**src/rtl/trap_ctrl.sv**
```systemverilog
// trap_ctrl: commit-stage trap sequencer.
// Accepts one committing instruction per IDLE cycle, decides whether it raises
// an interrupt, an exception or an mret, then emits the CSR update strobes and
// the PC redirect over the following cycles while flushing the pipeline.
// Optional feature: define TRAP_VECTOR_EN to enable vectored interrupt entry
// (mtvec mode 2'b01 sends interrupts to base + 4*cause).
module trap_ctrl #(
   parameter logic [3:0] IRQ_CODE = 4'd11
) (
   input  logic        clk,
   input  logic        rst,
   input  logic        commit_valid_i,
   output logic        commit_ready_o,
   input  logic [31:0] commit_pc_i,
   input  logic [31:0] commit_instr_i,
   input  logic [31:0] commit_addr_i,
   input  logic        exc_illegal_i,
   input  logic        exc_ecall_i,
   input  logic        exc_ld_mis_i,
   input  logic        exc_st_mis_i,
   input  logic        is_mret_i,
   input  logic        irq_i,
   input  logic [31:0] mtvec_i,
   input  logic [31:0] mepc_i,
   input  logic        mstatus_ie_i,
   output logic        set_mcause_o,
   output logic        ie_type_o,
   output logic [3:0]  exception_code_o,
   output logic        set_mepc_o,
   output logic [31:0] epc_o,
   output logic        set_mtval_o,
   output logic [31:0] mtval_o,
   output logic        ecall_en_o,
   output logic        mret_en_o,
   output logic        flush_o,
   output logic        redirect_valid_o,
   output logic [31:0] redirect_pc_o
);

   typedef enum logic [1:0] {
      IDLE     = 2'd0,
      TRAP_WR  = 2'd1,
      TRAP_JMP = 2'd2,
      MRET_JMP = 2'd3
   } state_t;

   state_t      state_q;
   logic        commitReady_q;
   logic        setCause_q;
   logic        ieType_q;
   logic [3:0]  excCode_q;
   logic        setEpc_q;
   logic [31:0] epc_q;
   logic        setMtval_q;
   logic [31:0] mtval_q;
   logic        ecallEn_q;
   logic        mretEn_q;
   logic        flush_q;
   logic        redirValid_q;
   logic [31:0] redirPc_q;

   logic        trapTake_d;
   logic        mretTake_d;
   logic        ieType_d;
   logic [3:0]  excCode_d;
   logic [31:0] mtval_d;
   logic        ecall_d;
   logic [31:0] vecTarget_d;

   // Prioritised trap decision for the instruction presented in IDLE; only one cause wins.
   always_comb begin
      trapTake_d = 1'b0;
      mretTake_d = 1'b0;
      ieType_d   = 1'b0;
      excCode_d  = 4'd0;
      mtval_d    = 32'h0;
      ecall_d    = 1'b0;
      if (state_q == IDLE && commit_valid_i) begin
         if (irq_i && mstatus_ie_i) begin
            trapTake_d = 1'b1;
            ieType_d   = 1'b1;
            excCode_d  = IRQ_CODE;
         end else if (exc_illegal_i) begin
            trapTake_d = 1'b1;
            excCode_d  = 4'd2;
            mtval_d    = commit_instr_i;
         end else if (exc_ecall_i) begin
            trapTake_d = 1'b1;
            excCode_d  = 4'd11;
            ecall_d    = 1'b1;
         end else if (exc_ld_mis_i) begin
            trapTake_d = 1'b1;
            excCode_d  = 4'd4;
            mtval_d    = commit_addr_i;
         end else if (exc_st_mis_i) begin
            trapTake_d = 1'b1;
            excCode_d  = 4'd6;
            mtval_d    = commit_addr_i;
         end else if (is_mret_i) begin
            mretTake_d = 1'b1;
         end
      end
   end

`ifdef TRAP_VECTOR_EN
   // Trap entry target: vectored mode offsets interrupts by four bytes per cause code.
   always_comb begin
      vecTarget_d = {mtvec_i[31:2], 2'b00};
      if (mtvec_i[1:0] == 2'b01 && ieType_q)
         vecTarget_d = {mtvec_i[31:2], 2'b00} + {26'd0, excCode_q, 2'b00};
   end
`else
   logic unusedMode;
   assign unusedMode = ^mtvec_i[1:0];

   // Trap entry target: direct mode only, the mode bits are not consulted.
   always_comb begin
      vecTarget_d = {mtvec_i[31:2], 2'b00};
   end
`endif

   // Sequencer state and all registered outputs; strobes default low so each is a one-cycle pulse.
   always_ff @(posedge clk) begin
      if (rst) begin
         state_q       <= IDLE;
         commitReady_q <= 1'b1;
         setCause_q    <= 1'b0;
         ieType_q      <= 1'b0;
         excCode_q     <= 4'd0;
         setEpc_q      <= 1'b0;
         epc_q         <= 32'h0;
         setMtval_q    <= 1'b0;
         mtval_q       <= 32'h0;
         ecallEn_q     <= 1'b0;
         mretEn_q      <= 1'b0;
         flush_q       <= 1'b0;
         redirValid_q  <= 1'b0;
         redirPc_q     <= 32'h0;
      end else begin
         setCause_q   <= 1'b0;
         setEpc_q     <= 1'b0;
         setMtval_q   <= 1'b0;
         ecallEn_q    <= 1'b0;
         mretEn_q     <= 1'b0;
         redirValid_q <= 1'b0;
         case (state_q)
            IDLE: begin
               if (trapTake_d) begin
                  state_q       <= TRAP_WR;
                  commitReady_q <= 1'b0;
                  flush_q       <= 1'b1;
                  setCause_q    <= 1'b1;
                  setEpc_q      <= 1'b1;
                  setMtval_q    <= 1'b1;
                  ecallEn_q     <= ecall_d;
                  ieType_q      <= ieType_d;
                  excCode_q     <= excCode_d;
                  epc_q         <= commit_pc_i;
                  mtval_q       <= mtval_d;
               end else if (mretTake_d) begin
                  state_q       <= MRET_JMP;
                  commitReady_q <= 1'b0;
                  flush_q       <= 1'b1;
                  mretEn_q      <= 1'b1;
                  redirValid_q  <= 1'b1;
                  redirPc_q     <= mepc_i;
               end
            end
            TRAP_WR: begin
               state_q      <= TRAP_JMP;
               redirValid_q <= 1'b1;
               redirPc_q    <= vecTarget_d;
            end
            TRAP_JMP, MRET_JMP: begin
               state_q       <= IDLE;
               commitReady_q <= 1'b1;
               flush_q       <= 1'b0;
            end
            default: begin
               state_q       <= IDLE;
               commitReady_q <= 1'b1;
               flush_q       <= 1'b0;
            end
         endcase
      end
   end

   assign commit_ready_o   = commitReady_q;
   assign set_mcause_o     = setCause_q;
   assign ie_type_o        = ieType_q;
   assign exception_code_o = excCode_q;
   assign set_mepc_o       = setEpc_q;
   assign epc_o            = epc_q;
   assign set_mtval_o      = setMtval_q;
   assign mtval_o          = mtval_q;
   assign ecall_en_o       = ecallEn_q;
   assign mret_en_o        = mretEn_q;
   assign flush_o          = flush_q;
   assign redirect_valid_o = redirValid_q;
   assign redirect_pc_o    = redirPc_q;

endmodule

```
**config.mk**
```make
export PLATFORM = sky130hd
export DESIGN_NAME = trap_ctrl
export DESIGN_NICKNAME = d
export VERILOG_FILES = /design/src/rtl/trap_ctrl.sv
export SDC_FILE = /design/constraint.sdc
export NUM_CORES = 1
export LEC_CHECK = 0
export BUFFER_PORTS_ARGS = -buffer_cell sky130_fd_sc_hd__buf_2
export CAP_MARGIN = 10
export CORE_ASPECT_RATIO = 0.9
export CORE_MARGIN = 3
export CORE_UTILIZATION = 30
export CTS_CLUSTER_DIAMETER = 120
export DETAILED_ROUTE_END_ITERATION = 8
export GPL_TIMING_DRIVEN = 0
export PLACE_DENSITY = 0.62
export SETUP_SLACK_MARGIN = 0.2
export SLEW_MARGIN = 20
export SYNTH_ARGS = -nofsm -noshare
export SYNTH_HDL_FRONTEND = slang
export SYNTH_SLANG_ARGS = --single-unit
export TNS_END_PERCENT = 30
```
**constraint.sdc**
```tcl
create_clock -name clk -period 5 [get_ports clk]
set_clock_uncertainty 0.2 [all_clocks]
set_input_delay 0.75 -clock clk [delete_from_list [all_inputs] [get_ports clk]]
set_output_delay 0.75 -clock clk [all_outputs]
set_load 0.03 [all_outputs]
```
==> summary.md <==
| Metric | Value |
|---|---|
| Worst hold path type | `flip-flop to flip-flop` |
| Worst hold margin | `about 0.25 ns` |
| Setup Buffers After CTS | `0` |
| Iteration-0 DRC Markers | `between 150 and 200` |
| CTS H-tree depth | `3` |
| Die ar. | `roughly 17000 um^2` |
| Number of synthesized flops with an enable pin | `0` |
| # nets final | `about 1000` |
| Drt first pass iters | `5` |
| Clk pwr share | `0.348` |
| CP max-delay cell | `clkbuf_1` |
| Rows | `42` |
| Final min period | `2.27 ns` |
| I/O Buffers | `~280` |
| Skew-Pair Late Insertion Delay | `between 0.3 and 0.4 ns` |
| Max-Cap Viols | `0` |
| Root buf cell | `clkbuf_16` |
| Crit Path Category | `primary input to flip-flop` |
| Post-CTS Hold Buffers | `0` |
| Library cells used by synthesis | `33` |
| Ys Warns | `0` |
| HPWL after DPL | `roughly 12000 um` |
| PostCTS Resize Cnt | `0` |
| Mapped Area | `roughly 4700 um^2` |
| Vias | `around 5000` |
| Top-Level Pins | `approximately 280` |
| Die Span X | `138 um` |
| # setup viols final | `0` |
| Worst-path cell chain | `buf_2 -> a211o_1 -> o21ai_1 -> clkbuf_1 -> nand2_1 -> a21oi_1` |
| Combinational Power Share | `0.215` |
| Peak Freq | `roughly 0.44 GHz` |
| Delay of the slowest cell on the worst path | `~0.44 ns` |
| Syn-to-layout area delta | `41.0%` |
| Largest net degree at the start of global routing | `19` |
| Register bit count reported by yosys | `between 100 and 150` |
| Sw frac | `0.302` |
| Num CTS Buffers | `9` |
| Die Y | `between 100 and 150 um` |
| Vias in the first global route | `4949` |
| TNS Setup | `0 ns` |
| Ys flop type | `dfxtp_1` |
| Outcome | `complete, no violations` |
| Drt wl/cell | `approximately 15 um` |
| Post-synth ARST share | `0` |
| Max-Slew Margin vs Limit | `0.583` |
| Crit path capture type | `flip-flop` |
| First-pass GRT wire length | `about 25000 um` |
| Worst-path clk slew | `0.07 ns` |
| CTS max path bufs | `2` |
| CP required | `just over 5 ns` |
| Power share of the sequential group | `0.437` |
| Layout cells sized above 1 | `0.360` |
| Type of origin of the critical path | `primary input` |
| Final Slew Violations | `0` |
| Via density | `about 4.6` |
| Critical Path AT | `~2.3 ns` |
| ANT nets after route | `0` |
| Buffers and inverters on the worst path | `2` |
| Hold Vio Cnt, Final | `0` |
| Static Leak | `around 3.2 nW` |
| Top delay family on crit path | `compound AO/OA/AOI/OAI gates` |
| Remaining global-route overflow | `0` |
| Number of remaining DRC errors | `0` |
| Switch Pwr | `between 0.0006 and 0.0007 W` |
| Slew @ Worst Pin | `0.625 ns` |
| GRT Total Usage | `0.177` |
| Critical Path Fanout Max | `10` |
| Final Cycle Share | `0.454` |
| CTS sink cnt | `about 110` |
| CTS tree | `built` |
| Placer Congestion | `0.787` |
| Total Wirelength | `15900 um` |
| Inserted Diodes | `0` |
| Core area | `approximately 15000 um^2` |
| Initial antenna violation count | `0` |
| P_int | `0.00150 W` |
| Cell count after synthesis | `584` |
| Peak supply drop | `0.157 mV` |
| Sequential share of the synthesized area | `0.456` |
| Initial core utilization | `0.314` |
| RSZ-0062 raised after global routing | `false` |
| Synth Net Count | `about 750` |
| PwrDens | `approximately 320 nW/um^2` |
| Mean Syn Cell Area | `just over 8 um^2` |
-- registers in the layout, summed over array words and instances, names as in the netlist --
register and count:
set_mtval_o 1, mret_en_o 1, redirect_pc_o 32, flush_o 1, ecall_en_o 1, state_q 2, exception_code_o 3, epc_o 32
redirect_valid_o 1, ie_type_o 1, mtval_o 32, commit_ready_o 1
-- final timing paths --
| kind | from | end | slack (ns) | cells past startpoint |
|---|---|---|---|---|
| setup / recovery | irq_i | epc_o[15] | 2.73 | 6 |
| hold / removal | epc_o[8] | epc_o[8] | 0.25 | 2 |
| setup reg to reg | state_q[1] | epc_o[26] | 2.91 | 5 |
| hold reg to reg | epc_o[8] | epc_o[8] | 0.25 | 2 |
-- metal layers --
metal	wire length (um)	part of all wire	global-route usage	up-vias
met5	0	0	0	-
met4	194	0.012	0.0447	0
met3	1020	0.064	0.0458	13
met2	7490	0.47	0.303	167
met1	7220	0.45	0.223	2239
li1	-	-	-	2554
-- layout make-up --
class                   instances  area (um^2)
plain buffers                  53          245
repair buffers                275         1380
flip-flops and latches        108         2160
clock inverters                 5         65.1
fillers                      1584         8400
multi-input cells             422         2330
well taps                     198          248
clock buffers                  11          253
inverters                       1         3.75
-- kinds of logic after synthesis --
group	count (synthesis)	share of synthesized area
compound gates	113	0.145
buf+inv	54	0.0525
flops	108	0.456
mux	32	0.0676
simple gates	277	0.279
-- placed cells by master (no fill, tap or decap), types with 2 or more instances in the layout --
cell type  count
dfxtp_1      108
clkbuf_1      32
nor2b_1        2
nand3b_1      32
clkbuf_8       2
nor2_1        35
a21oi_1       38
nand3_1       34
nand2_1      131
o21ai_0       33
buf_2        288
mux2i_1       32
clkbuf_16      9
a211oi_1      32
inv_6          3
nand2b_1      34
buf_4          8
nor3_1         2
-- power by group through the flow --
stage,Clock [W],Combinational (W),Sequential [W]
detailed placement,0,0.000467,0.000960
CTS,0.000782,0.000468,0.000941
global placement,0,0.000466,0.000959
global route,0.000809,0.000506,0.000949
finish,0.000751,0.000463,0.000941
floorplan,0,0.000179,0.00106
-- metrics by stage --
stage          std cells  power (W)  area [um^2]  utilization  worst slack (ns)
3_5_place_dp        1057    0.00143         6360        0.422              2.30
4_1_cts             1073    0.00219         6680        0.443              2.67
2_1_floorplan        584    0.00124         4740            -              2.89
6_report            1073    0.00215         6680        0.443              2.73
3_3_place_gp        1057    0.00142         6360        0.422              2.29
5_1_grt             1073    0.00226         6680        0.443              2.52
-- synthesized netlist by cell type (2+ instances only) --
cell | number | area share
clkbuf_1 | 32 | 0.025
buf_2 | 13 | 0.014
a211oi_1 | 32 | 0.051
dfxtp_1 | 108 | 0.46
nand2b_1 | 34 | 0.045
nor2_1 | 35 | 0.028
o21ai_0 | 33 | 0.035
nand2_1 | 131 | 0.10
buf_4 | 8 | 0.013
nand3_1 | 34 | 0.036
nor2b_1 | 2 | 0.0026
a21oi_1 | 38 | 0.040
nor3_1 | 2 | 0.0021
nand3b_1 | 32 | 0.051
mux2i_1 | 32 | 0.068
-- worst register-to-register path: cells and delay by family (launching register included) --
kind / cells / cell delay (ns)
buf+inv: 1 / 0.48
flops: 1 / 0.37
simple gates: 2 / 0.56
compound gates: 2 / 0.40
Note: power is estimated with default switching activity, not from simulation.
